**src/rtl/msk_rx_acq_pkg.sv**
```systemverilog
// Shared types and defaults for the MSK receive acquisition sequencer.
// Holds the sequencer state encoding, the default parameter values and a
// saturating magnitude helper used by the lock detectors.
package msk_rx_acq_pkg;

  typedef enum logic [2:0] {
    ST_IDLE    = 3'd0,
    ST_TIM_ACQ = 3'd1,
    ST_CFO_EST = 3'd2,
    ST_CAR_ACQ = 3'd3,
    ST_LOCKED  = 3'd4
  } acq_state_t;

  localparam int TED_W_DEF      = 18;
  localparam int PED_W_DEF      = 24;
  localparam int FW_DEF         = 32;
  localparam int CNT_W_DEF      = 16;
  localparam int TED_THR_DEF    = 2048;
  localparam int TED_LOCK_N_DEF = 64;
  localparam int PED_THR_DEF    = 65536;
  localparam int PED_LOCK_N_DEF = 128;
  localparam int UNLOCK_N_DEF   = 32;
  localparam int TIM_TO_DEF     = 4096;
  localparam int CFO_TO_DEF     = 1024;
  localparam int CAR_TO_DEF     = 4096;

  // Widest error word the magnitude helper handles; narrower errors are
  // sign-extended into it.
  localparam int ERR_MAX_W = 32;

  // Magnitude of a sign-extended error. The most-negative value of the
  // original width has no positive counterpart and saturates to pos_max.
  function automatic logic [ERR_MAX_W-1:0] sat_abs(
    input logic [ERR_MAX_W-1:0] x,
    input logic                 is_min,
    input logic [ERR_MAX_W-1:0] pos_max
  );
    logic [ERR_MAX_W-1:0] r;
    if (is_min) begin
      r = pos_max;
    end else if (x[ERR_MAX_W-1]) begin
      r = (~x) + {{(ERR_MAX_W-1){1'b0}}, 1'b1};
    end else begin
      r = x;
    end
    return r;
  endfunction

endpackage

```
**src/rtl/msk_rx_acq_ctrl_lock_det.sv**
```systemverilog
// Lock detector: classifies each qualified error sample as good
// (|err| < THR) or bad, and tracks the current good-run and bad-run lengths.
// good_hit / bad_hit flag the sample that completes a run of N_GOOD / N_BAD,
// combinationally, so the sequencer can act on the following edge.
// Ports: clk, reset_n (async, active-low), clr (sync clear), err (signed W),
//        val (err qualifier), good_hit, bad_hit.
module msk_lock_det
  import msk_rx_acq_pkg::*;
#(
  parameter int W      = 18,
  parameter int THR    = 2048,
  parameter int N_GOOD = 64,
  parameter int N_BAD  = 32,
  parameter int CNT_W  = 16
) (
  input  logic         clk,
  input  logic         reset_n,
  input  logic         clr,
  input  logic [W-1:0] err,
  input  logic         val,
  output logic         good_hit,
  output logic         bad_hit
);

  localparam logic [ERR_MAX_W-1:0] POS_MAX   = ERR_MAX_W'((64'd1 << (W - 1)) - 64'd1);
  localparam logic [ERR_MAX_W-1:0] THR_V     = ERR_MAX_W'(THR);
  localparam logic [CNT_W-1:0]     CNT_MAX   = {CNT_W{1'b1}};
  localparam logic [CNT_W-1:0]     GOOD_LAST = CNT_W'(N_GOOD - 1);
  localparam logic [CNT_W-1:0]     BAD_LAST  = CNT_W'(N_BAD - 1);

  logic signed [W-1:0]   err_sgn_s;
  logic [ERR_MAX_W-1:0]  err_ext_s;
  logic [ERR_MAX_W-1:0]  mag_s;
  logic                  is_min_s;
  logic                  good_s;
  logic [CNT_W-1:0]      good_cnt_r;
  logic [CNT_W-1:0]      bad_cnt_r;

  assign err_sgn_s = err;
  assign err_ext_s = ERR_MAX_W'(err_sgn_s);
  assign is_min_s  = err[W-1] && (err[W-2:0] == '0);
  assign mag_s     = sat_abs(err_ext_s, is_min_s, POS_MAX);
  // The saturated most-negative value is bad regardless of threshold.
  assign good_s    = !is_min_s && (mag_s < THR_V);

  assign good_hit  = val && good_s && (good_cnt_r >= GOOD_LAST);
  assign bad_hit   = val && !good_s && (bad_cnt_r >= BAD_LAST);

  // Run-length counters: a sample of one kind restarts the other run.
  always_ff @(posedge clk or negedge reset_n) begin
    if (!reset_n) begin
      good_cnt_r <= '0;
      bad_cnt_r  <= '0;
    end else if (clr) begin
      good_cnt_r <= '0;
      bad_cnt_r  <= '0;
    end else if (val) begin
      if (good_s) begin
        good_cnt_r <= (good_cnt_r == CNT_MAX) ? good_cnt_r : good_cnt_r + 1'b1;
        bad_cnt_r  <= '0;
      end else begin
        bad_cnt_r  <= (bad_cnt_r == CNT_MAX) ? bad_cnt_r : bad_cnt_r + 1'b1;
        good_cnt_r <= '0;
      end
    end
  end

endmodule

```
**src/rtl/msk_rx_acq_ctrl.sv**
```systemverilog
// MSK receive acquisition sequencer. Brings up symbol timing, then the
// coarse CFO estimate, then the carrier loop, qualifying each with a lock
// detector, and falls back a stage on timeout or loss of lock.
// Ports: clk, reset_n, start_i (level enable), sym_val_i (symbol strobe),
//        ted_err_i/ted_val_i, cfo_done_i/cfo_word_i, ped_err_i/ped_val_i;
//        outputs timing_en_o, cfo_en_o, carrier_en_o, freq_load_o,
//        freq_word_o, lock_o, acq_fail_o, state_o. All outputs registered.
module msk_rx_acq_ctrl
  import msk_rx_acq_pkg::*;
#(
  parameter int TED_W      = TED_W_DEF,
  parameter int PED_W      = PED_W_DEF,
  parameter int FW         = FW_DEF,
  parameter int CNT_W      = CNT_W_DEF,
  parameter int TED_THR    = TED_THR_DEF,
  parameter int TED_LOCK_N = TED_LOCK_N_DEF,
  parameter int PED_THR    = PED_THR_DEF,
  parameter int PED_LOCK_N = PED_LOCK_N_DEF,
  parameter int UNLOCK_N   = UNLOCK_N_DEF,
  parameter int TIM_TO     = TIM_TO_DEF,
  parameter int CFO_TO     = CFO_TO_DEF,
  parameter int CAR_TO     = CAR_TO_DEF
) (
  input  logic             clk,
  input  logic             reset_n,
  input  logic             start_i,
  input  logic             sym_val_i,
  input  logic [TED_W-1:0] ted_err_i,
  input  logic             ted_val_i,
  input  logic             cfo_done_i,
  input  logic [FW-1:0]    cfo_word_i,
  input  logic [PED_W-1:0] ped_err_i,
  input  logic             ped_val_i,
  output logic             timing_en_o,
  output logic             cfo_en_o,
  output logic             carrier_en_o,
  output logic             freq_load_o,
  output logic [FW-1:0]    freq_word_o,
  output logic             lock_o,
  output logic             acq_fail_o,
  output logic [2:0]       state_o
);

  localparam logic [CNT_W-1:0] CNT_MAX  = {CNT_W{1'b1}};
  localparam logic [CNT_W-1:0] TIM_LAST = CNT_W'(TIM_TO - 1);
  localparam logic [CNT_W-1:0] CFO_LAST = CNT_W'(CFO_TO - 1);
  localparam logic [CNT_W-1:0] CAR_LAST = CNT_W'(CAR_TO - 1);

  acq_state_t       state_r, state_nxt_s;
  logic [CNT_W-1:0] sym_cnt_r, to_last_s;
  logic             in_acq_s, timeout_s, fail_s, latch_s, entry_s;
  logic             ted_good_hit_s, ted_bad_hit_s, ped_good_hit_s, ped_bad_hit_s;
  logic             timing_en_r, cfo_en_r, carrier_en_r, freq_load_r, lock_r, acq_fail_r;
  logic [FW-1:0]    freq_word_r;

  msk_lock_det #(.W(TED_W), .THR(TED_THR), .N_GOOD(TED_LOCK_N), .N_BAD(UNLOCK_N), .CNT_W(CNT_W))
    u_ted_det (.clk(clk), .reset_n(reset_n), .clr(entry_s), .err(ted_err_i), .val(ted_val_i),
               .good_hit(ted_good_hit_s), .bad_hit(ted_bad_hit_s));

  msk_lock_det #(.W(PED_W), .THR(PED_THR), .N_GOOD(PED_LOCK_N), .N_BAD(UNLOCK_N), .CNT_W(CNT_W))
    u_ped_det (.clk(clk), .reset_n(reset_n), .clr(entry_s), .err(ped_err_i), .val(ped_val_i),
               .good_hit(ped_good_hit_s), .bad_hit(ped_bad_hit_s));

  // Select the symbol budget of the current acquisition stage.
  always_comb begin
    to_last_s = CNT_MAX;
    in_acq_s  = 1'b0;
    case (state_r)
      ST_TIM_ACQ: begin to_last_s = TIM_LAST; in_acq_s = 1'b1; end
      ST_CFO_EST: begin to_last_s = CFO_LAST; in_acq_s = 1'b1; end
      ST_CAR_ACQ: begin to_last_s = CAR_LAST; in_acq_s = 1'b1; end
      default:    begin to_last_s = CNT_MAX;  in_acq_s = 1'b0; end
    endcase
  end

  // The strobe that would make the count reach the budget fires the timeout.
  assign timeout_s = sym_val_i && in_acq_s && (sym_cnt_r >= to_last_s);

  // Next-state logic; priority is start_i > cfo_done_i > timeout > lock/unlock.
  always_comb begin
    state_nxt_s = state_r;
    fail_s      = 1'b0;
    latch_s     = 1'b0;
    if (!start_i) begin
      state_nxt_s = ST_IDLE;
    end else begin
      case (state_r)
        ST_IDLE: state_nxt_s = ST_TIM_ACQ;
        ST_TIM_ACQ: begin
          if (timeout_s) begin
            fail_s      = 1'b1;
            state_nxt_s = ST_TIM_ACQ;
          end else if (ted_good_hit_s) begin
            state_nxt_s = ST_CFO_EST;
          end else begin
            state_nxt_s = ST_TIM_ACQ;
          end
        end
        ST_CFO_EST: begin
          if (cfo_done_i) begin
            latch_s     = 1'b1;
            state_nxt_s = ST_CAR_ACQ;
          end else if (timeout_s) begin
            fail_s      = 1'b1;
            state_nxt_s = ST_TIM_ACQ;
          end else begin
            state_nxt_s = ST_CFO_EST;
          end
        end
        ST_CAR_ACQ: begin
          if (timeout_s) begin
            fail_s      = 1'b1;
            state_nxt_s = ST_CFO_EST;
          end else if (ped_good_hit_s) begin
            state_nxt_s = ST_LOCKED;
          end else begin
            state_nxt_s = ST_CAR_ACQ;
          end
        end
        ST_LOCKED: begin
          if (ted_bad_hit_s) begin
            state_nxt_s = ST_TIM_ACQ;
          end else if (ped_bad_hit_s) begin
            state_nxt_s = ST_CAR_ACQ;
          end else begin
            state_nxt_s = ST_LOCKED;
          end
        end
        default: state_nxt_s = ST_IDLE;
      endcase
    end
  end

  // A timeout re-entry counts as a state entry even when the state is unchanged.
  assign entry_s = (state_nxt_s != state_r) || fail_s;

  // State register and Moore outputs registered from the next state.
  always_ff @(posedge clk or negedge reset_n) begin
    if (!reset_n) begin
      state_r      <= ST_IDLE;
      timing_en_r  <= 1'b0;
      cfo_en_r     <= 1'b0;
      carrier_en_r <= 1'b0;
      freq_load_r  <= 1'b0;
      lock_r       <= 1'b0;
      acq_fail_r   <= 1'b0;
      freq_word_r  <= '0;
    end else begin
      state_r      <= state_nxt_s;
      timing_en_r  <= (state_nxt_s != ST_IDLE);
      cfo_en_r     <= (state_nxt_s == ST_CFO_EST);
      carrier_en_r <= (state_nxt_s == ST_CAR_ACQ) || (state_nxt_s == ST_LOCKED);
      lock_r       <= (state_nxt_s == ST_LOCKED);
      freq_load_r  <= entry_s && (state_nxt_s == ST_CAR_ACQ);
      acq_fail_r   <= fail_s;
      if (latch_s) begin
        freq_word_r <= cfo_word_i;
      end
    end
  end

  // Saturating symbol counter for the stage timeouts.
  always_ff @(posedge clk or negedge reset_n) begin
    if (!reset_n) begin
      sym_cnt_r <= '0;
    end else if (entry_s) begin
      sym_cnt_r <= '0;
    end else if (sym_val_i && (sym_cnt_r != CNT_MAX)) begin
      sym_cnt_r <= sym_cnt_r + 1'b1;
    end
  end

  assign timing_en_o  = timing_en_r;
  assign cfo_en_o     = cfo_en_r;
  assign carrier_en_o = carrier_en_r;
  assign freq_load_o  = freq_load_r;
  assign freq_word_o  = freq_word_r;
  assign lock_o       = lock_r;
  assign acq_fail_o   = acq_fail_r;
  assign state_o      = state_r;

endmodule

```
**config.mk**
```make
export PLATFORM = sky130hd
export DESIGN_NAME = msk_rx_acq_ctrl
export DESIGN_NICKNAME = d
export VERILOG_FILES = /design/src/rtl/msk_rx_acq_pkg.sv /design/src/rtl/msk_rx_acq_ctrl_lock_det.sv /design/src/rtl/msk_rx_acq_ctrl.sv
export SDC_FILE = /design/constraint.sdc
export NUM_CORES = 1
export LEC_CHECK = 0
export CORE_MARGIN = 8
export CORE_UTILIZATION = 40
export CTS_CLUSTER_DIAMETER = 80
export DETAILED_ROUTE_END_ITERATION = 8
export GPL_ROUTABILITY_DRIVEN = 0
export HOLD_SLACK_MARGIN = 0.06
export PLACE_DENSITY = 0.66
export SYNTH_ARGS = -nofsm -noshare
export SYNTH_HDL_FRONTEND = slang
export SYNTH_SLANG_ARGS = --single-unit
export TNS_END_PERCENT = 10
```
**constraint.sdc**
```tcl
create_clock -name clk -period 5.6 [get_ports clk]
set_clock_uncertainty 0.1 [all_clocks]
set_input_delay 1.68 -clock clk [delete_from_list [all_inputs] [get_ports clk]]
set_output_delay 1.68 -clock clk [all_outputs]
set_load 0.03 [all_outputs]
```
Word-level counts from Yosys, hierarchy flattened
Cells that the tools add are included.
- $add $sub $neg: 7
- order comparisons: 7
- equality and inequality tests: 17
- multiplexer cells: 41
- bitwise operators: 2
- reduce and logical (&&, ||, !) cells: 35
- operators by type and width (kind ; number):
    two-way mux 16 bit ; 18
    two-way mux 32 bit ; 4
    adder 16 x 1 -> 16 bit, second input constant ; 5
    adder 32 x 1 -> 32 bit, second input constant ; 2
    == test 16 bit, second input constant ; 4
    NOT 32 bit ; 2
    >= comparator 16 x 5 -> 1 bit, second input constant ; 2
    < comparator 32 x 12 -> 1 bit, second input constant ; 1
    < comparator 32 x 17 -> 1 bit, second input constant ; 1
    case mux 16 bit (2 select lines) ; 1
    logical NOT 23 bit ; 1
    logical NOT 17 bit ; 1
    >= comparator 16 bit ; 1
    >= comparator 16 x 6 -> 1 bit, second input constant ; 1
    >= comparator 16 x 7 -> 1 bit, second input constant ; 1
    logical AND 1 bit ; 16
    inequality test 16 bit, second input constant ; 1
    two-way mux 3 bit ; 5
    case mux 3 bit (5 select lines) ; 1
    == test 3 x 2 -> 1 bit, second input constant ; 4
    two-way mux 2 bit ; 4
    AND reduction 2 bit ; 4
    two-way mux 1 bit ; 7
    == test 3 bit, second input constant ; 2
    other kinds (12) ; 20
- flip-flop bits (word level): 121
- input port bits: 81
- output and inout bits: 41
- word-level logic and storage cells: 122

Longest topological paths before layout
- word-level depth: 17
- mapped depth: 16
- gate-level depth less buffers: 14

By module
A second synthesis with hierarchy kept.
- cell total of the unflattened synthesis: 737
- area total of the unflattened synthesis: 7145.6 um^2
- modules (own cells, without submodules) (module ; instances ; cells an instance ; area each (um^2) ; seq. area each (um^2)):
    msk_rx_acq_ctrl ; 1 ; 243 ; 2831.5 ; 1426.4
    msk_lock_det at u_ted_det ; 1 ; 259 ; 2188.3 ; 800.8
    msk_lock_det at u_ped_det ; 1 ; 235 ; 2125.8 ; 800.8

Worst setup path before layout
OpenSTA, ideal clock, no wires.
- path kind: input to register
- start point: input port ted_err_i[1]
- end point: register u_ped_det.good_cnt_r[8]
- library setup time: 0.126 ns
- data arrival time: 4.505 ns
- data required time: 5.374 ns
- path slack: 0.869 ns
- stages on the path: 15
- path buffers: 1
- cells stage by stage: nor4_1 nand3_1 or2_2 nor3_1 ha_1 nor2_1 o2111ai_1 nand2b_1 o221ai_1 o41ai_1 nand2_1 o311ai_4 xor2_2 buf_4 nor4_2
- cells in the longest elaborated chain, start to end: 16
- elaborated cells on any way between the ends: 25
- classes of those cells: add/sub: 1; order compare: 1; eq/ne: 2; mux: 8; bitwise: 1; reduce/logical: 12
- ends and longest elaborated chain (element ; line ; text):
    from (decl) ; msk_rx_acq_ctrl.sv:28 ; input logic [TED_W-1:0] ted_err_i,
    NOT 32 bit ; msk_rx_acq_pkg.sv:42 ; r = (~x) + {{(ERR_MAX_W-1){1'b0}}, 1'b1};
    adder 32 x 1 -> 32 bit ; msk_rx_acq_pkg.sv:42 ;
    two-way mux 32 bit ; msk_rx_acq_pkg.sv:41 ; end else if (x[ERR_MAX_W-1]) begin
    two-way mux 32 bit ; msk_rx_acq_pkg.sv:39 ; if (is_min) begin
    < comparator 32 x 12 -> 1 bit ; msk_rx_acq_ctrl_lock_det.sv:44 ; assign good_s = !is_min_s && (mag_s < THR_V);
    logical AND 1 bit (*) ; msk_rx_acq_ctrl_lock_det.sv:44 ;
    logical AND 1 bit / logical NOT 1 bit (equally long branches) ; msk_rx_acq_ctrl_lock_det.sv:46, msk_rx_acq_ctrl_lock_det.sv:47 ;
    logical AND 1 bit (on tied branches) ; msk_rx_acq_ctrl_lock_det.sv:46, msk_rx_acq_ctrl_lock_det.sv:47 ;
    two-way mux 2 bit / logical AND 1 bit (equally long branches) ; msk_rx_acq_ctrl.sv:93, msk_rx_acq_ctrl_lock_det.sv:47 ;
    two-way mux 2 bit / two-way mux 3 bit (equally long branches) ; msk_rx_acq_ctrl.sv:90, msk_rx_acq_ctrl.sv:121 ;
    case mux 3 bit (5 select lines) (*) ; msk_rx_acq_ctrl.sv:87 ; case (state_r)
    two-way mux 3 bit (*) ; msk_rx_acq_ctrl.sv:84 ; if (!start_i) begin
    net state_nxt_s[1] ; msk_rx_acq_ctrl.sv:49 ; acq_state_t state_r, state_nxt_s;
    inequality test 3 bit (*) ; msk_rx_acq_ctrl.sv:135 ; assign entry_s = (state_nxt_s != state_r) || fail_s;
    logical OR 1 bit (*) ; msk_rx_acq_ctrl.sv:135 ;
    inequality test 3 bit (no source line) / nonzero test 2 bit (equally long branches) ; - ;
    AND reduction 2 bit (no source line) ; - ;
    to (signal assigned) ; msk_rx_acq_ctrl_lock_det.sv:59 ; good_cnt_r <= (good_cnt_r == CNT_MAX) ? good_cnt_r : good_cnt_r + 1'b1;
    to (decl) ; msk_rx_acq_ctrl_lock_det.sv:36 ; logic [CNT_W-1:0] good_cnt_r;
The timed path passes the listed nets; every way through them passes the cells marked *.
A chain may end at the register's enable or synchronous reset.

Worst setup path in the final report
- start point: input port ted_err_i[2]
- end point: register u_ped_det.good_cnt_r[15]
- cells in the longest elaborated chain, start to end: 16
- elaborated cells on any way between the ends: 25
- classes of those cells: add/sub: 1; order compare: 1; eq/ne: 2; mux: 8; bitwise: 1; reduce/logical: 12
- ends and longest elaborated chain (element ; line):
    NOT 32 bit ; msk_rx_acq_pkg.sv:42
    adder 32 x 1 -> 32 bit ; msk_rx_acq_pkg.sv:42
    two-way mux 32 bit ; msk_rx_acq_pkg.sv:41
    two-way mux 32 bit ; msk_rx_acq_pkg.sv:39
    < comparator 32 x 12 -> 1 bit ; msk_rx_acq_ctrl_lock_det.sv:44
    logical AND 1 bit (*) ; msk_rx_acq_ctrl_lock_det.sv:44
    logical AND 1 bit / logical NOT 1 bit (equally long branches) ; msk_rx_acq_ctrl_lock_det.sv:46, msk_rx_acq_ctrl_lock_det.sv:47
    logical AND 1 bit (on tied branches) ; msk_rx_acq_ctrl_lock_det.sv:46, msk_rx_acq_ctrl_lock_det.sv:47
    two-way mux 2 bit / logical AND 1 bit (equally long branches) ; msk_rx_acq_ctrl.sv:93, msk_rx_acq_ctrl_lock_det.sv:47
    two-way mux 2 bit / two-way mux 3 bit (equally long branches) ; msk_rx_acq_ctrl.sv:90, msk_rx_acq_ctrl.sv:121
    case mux 3 bit (5 select lines) (*) ; msk_rx_acq_ctrl.sv:87
    two-way mux 3 bit (*) ; msk_rx_acq_ctrl.sv:84
    inequality test 3 bit (*) ; msk_rx_acq_ctrl.sv:135
    logical OR 1 bit (*) ; msk_rx_acq_ctrl.sv:135
    inequality test 3 bit (no source line) / nonzero test 2 bit (equally long branches) ; -
    AND reduction 2 bit (no source line) ; -
Every way passes the cells marked *; elsewhere a longest branch is shown, timed or not.

==> flow_metrics.env <==
export IMPL_status="finished, final reports clean"
export IMPL_maxCapViolCount=0
export IMPL_htree_num_levels=4
export IMPL_dp_hpwl_um=12500
export IMPL_seq_area_frac_synth_pct=42.9
export IMPL_fin_ws_ns=0.586
export IMPL_drive_above_1_share_pct=13.7
export IMPL_m1WireLength_um=8240
export IMPL_setup_violations=0
export IMPL_fp_dieW_um=149
export IMPL_synth_edff_count=0
export IMPL_final_cell_mix="dfrtp_1 (121), clkdlybuf4s50_1 (120), nor3_1 (74), nand2_1 (63), nor2_1 (49)"
export IMPL_start_kind="input pin"
export IMPL_hold_buffers=0
export IMPL_crit_fanout=33
export IMPL_grt_usage_pct=16.6
export IMPL_grt_max_degree=66
export IMPL_layout_min_cycle_time_ns=5.01
export IMPL_max_freq_mhz=199
export IMPL_top_layer="met4"
export IMPL_power_density_nw_per_um2=242
export IMPL_fin_crit_sh_pct=89.5
export IMPL_clk_pin_slew_ns=0.06
export IMPL_relSlewSlack_pct=43.9
export IMPL_setup_tns_final_ns=0
export IMPL_nets=964
export IMPL_cts_setup_buffers=0
export IMPL_ys_flop_type="dfrtp_1"
export IMPL_cts_tree="built"
export IMPL_hold_slack_ns=0.403
export IMPL_cts_resized=0
export IMPL_seq_area_um2=3030
export IMPL_async_flop_share_pct=100
export IMPL_synth_largest_area_cell="dfrtp_1"
export IMPL_drcViolationCount=0
export IMPL_die_area_um2=22100
export IMPL_timing_hold_violations_final=0
export IMPL_synth_top_area_share_pct=42.9
export IMPL_num_vias=6209
export IMPL_synthDistinctLibCells=68
export IMPL_insertion_delay_ns=0.42
export IMPL_clockRootBuffer="clkbuf_16"
export IMPL_ir_drop_v=0.000203
export IMPL_cp_end_kind="register"
export IMPL_grt_pass1_vias=6164
export IMPL_antenna_cells=0
export IMPL_io_pins=122
export IMPL_route_met2_wl_um=8900
export IMPL_avgSynthCellArea_um2=9.35
export IMPL_grt_remaining_overflow=0
export IMPL_syn_area_um2=7060
export IMPL_ys_seq_elements=121
export IMPL_placementRows=48
export IMPL_grt_pass1_wl_um=30700
export IMPL_worstMarginPinSlew_ns=0.830
export IMPL_rsz0062_at_grt="false"
export IMPL_cts_buffers=17
export IMPL_critical_path_class="input pin to register"
export IMPL_finalCoreUtilization_pct=53.1
export IMPL_syn2layout_area_growth_pct=30.2
export IMPL_totalPowerFinal_mw=2.22
export IMPL_pre_cts_ws_ns=0.151
export IMPL_final_max_slew_viol_count=0
export IMPL_start_util_pct=40.8
export IMPL_syn_inst=755
export IMPL_dieHeight_um=149
export IMPL_final_common_cell="dfrtp_1"
export IMPL_wl_met3_um=944
export IMPL_power_leakage_nw=3.84
export IMPL_routed_wl_um=18200
export IMPL_ys_warn_count=0
export IMPL_via_per_inst=5.60
export IMPL_worstPathArrival_ns=5.23
export IMPL_multi_input_area_um2=3790
export IMPL_antenna_found_initial=0
export IMPL_clock_path_buffers=2
export IMPL_nFillCells=1585
export IMPL_firstDrtPassIters=4
export IMPL_io_buffers=121
export IMPL_wl_per_cell_um=16.4
export IMPL_cts_sinks=121
export IMPL_synthTopCellsByArea="dfrtp_1 (43%), nor3_1 (5.2%), mux2_2 (5.1%)"
export IMPL_core_area_um2=17300
export IMPL_hold_path_class="register to register"
export IMPL_syn_num_nets=848
export IMPL_drt_iter0_drc=347
export IMPL_cp_required_ns=5.82
export IMPL_antenna_left=0
## path summary, 6_finish.rpt
kind | slack (ns) | startpoint | to | cells after the start
worst max-delay path | 0.59 | ted_err_i[2] | u_ped_det.good_cnt_r[15]$_DFFE_PN0P_ | 16
min in group asynchronous | 1.22 | reset_n | u_ped_det.good_cnt_r[1]$_DFFE_PN0P_ | 1
worst max register to register | 1.50 | state_o[1]$_DFF_PN0_ | u_ped_det.good_cnt_r[15]$_DFFE_PN0P_ | 13
worst min register to register | 0.40 | freq_word_o[23]$_DFFE_PN0P_ | freq_word_o[23]$_DFFE_PN0P_ | 1
worst min-delay path | 0.40 | freq_word_o[23]$_DFFE_PN0P_ | freq_word_o[23]$_DFFE_PN0P_ | 1
max in group asynchronous | 3.36 | reset_n | freq_word_o[2]$_DFFE_PN0P_ | 2
## state kept, by name (all words and copies together) (netlist names), 3 cells and up
signal,count
freq_word_o,32
state_o,3
sym_cnt_r,16
u_ped_det.bad_cnt_r,16
u_ped_det.good_cnt_r,16
u_ted_det.bad_cnt_r,16
u_ted_det.good_cnt_r,16
## stage by stage
step / instances / cell area, µm²
3_3_place_gp: 1077 / 8550
2_1_floorplan: 755 / 7060
4_1_cts: 1109 / 9190
3_5_place_dp: 1077 / 8550
5_1_grt: 1109 / 9190
6_report: 1109 / 9190
## per-layer routing
metal	global-route usage [%]	vias to the layer above
met3	4.55	13
met5	0	-
met1	21.6	2998
met4	3.13	0
met2	27.4	141
li1	-	3057
## area by class of cell
cell class	instances	area share, %
Clock buffer	18	4.78
Clock inverter	14	2.12
Inverter	15	0.613
Multi-Input combinational cell	579	41.3
Sequential cell	121	33.0
Tap cell	225	3.06
Timing Repair Buffer	137	15.1
## cells in the mapped netlist (6+ instances only)
master	count
ha_1	12
nor3b_1	6
a211oi_2	19
inv_1	15
nor2b_1	8
nand3b_1	11
nand3_1	39
dfrtp_1	121
clkbuf_1	16
and3_1	25
o21ai_0	42
buf_2	13
nand4_1	17
xor2_1	9
mux2_2	32
nor2_1	49
nor4_1	19
and2_1	10
nand2_1	63
nor3_1	74
a21oi_1	34
a31oi_1	12
## logic make-up after synthesis
group | Yosys count | synth area share (%)
muxes | 37 | 5.82
xor gates and xnor gates | 15 | 1.97
adders and majority gates | 12 | 2.13
DFF | 121 | 42.9
AOI/OAI and AO/OA | 162 | 16.9
buffers and inverters | 55 | 3.58
and+or+nand+nor | 353 | 26.7
## power breakdown
group	total, mW	switching (mW)	internal (mW)
Combinational	0.162	0.0835	0.0784
Sequential	0.889	0.00731	0.882
Clock	1.17	0.411	0.758
## worst max-delay path, stage by stage
cell and delay (ns):
clkdlybuf4s50_1 0.40, nor4_1 0.27, nand3_1 0.17, or2_2 0.36, nor3_1 0.15, ha_1 0.25, nor2_1 0.13, a31oi_1 0.09
o21ai_0 0.15, o221ai_2 0.23, a21oi_1 0.24, o211a_1 0.21, nor3_1 0.06, or2_4 0.36, buf_12 0.21, nor4_4 0.27
No activity file was read; power rests on OpenSTA's default activity.
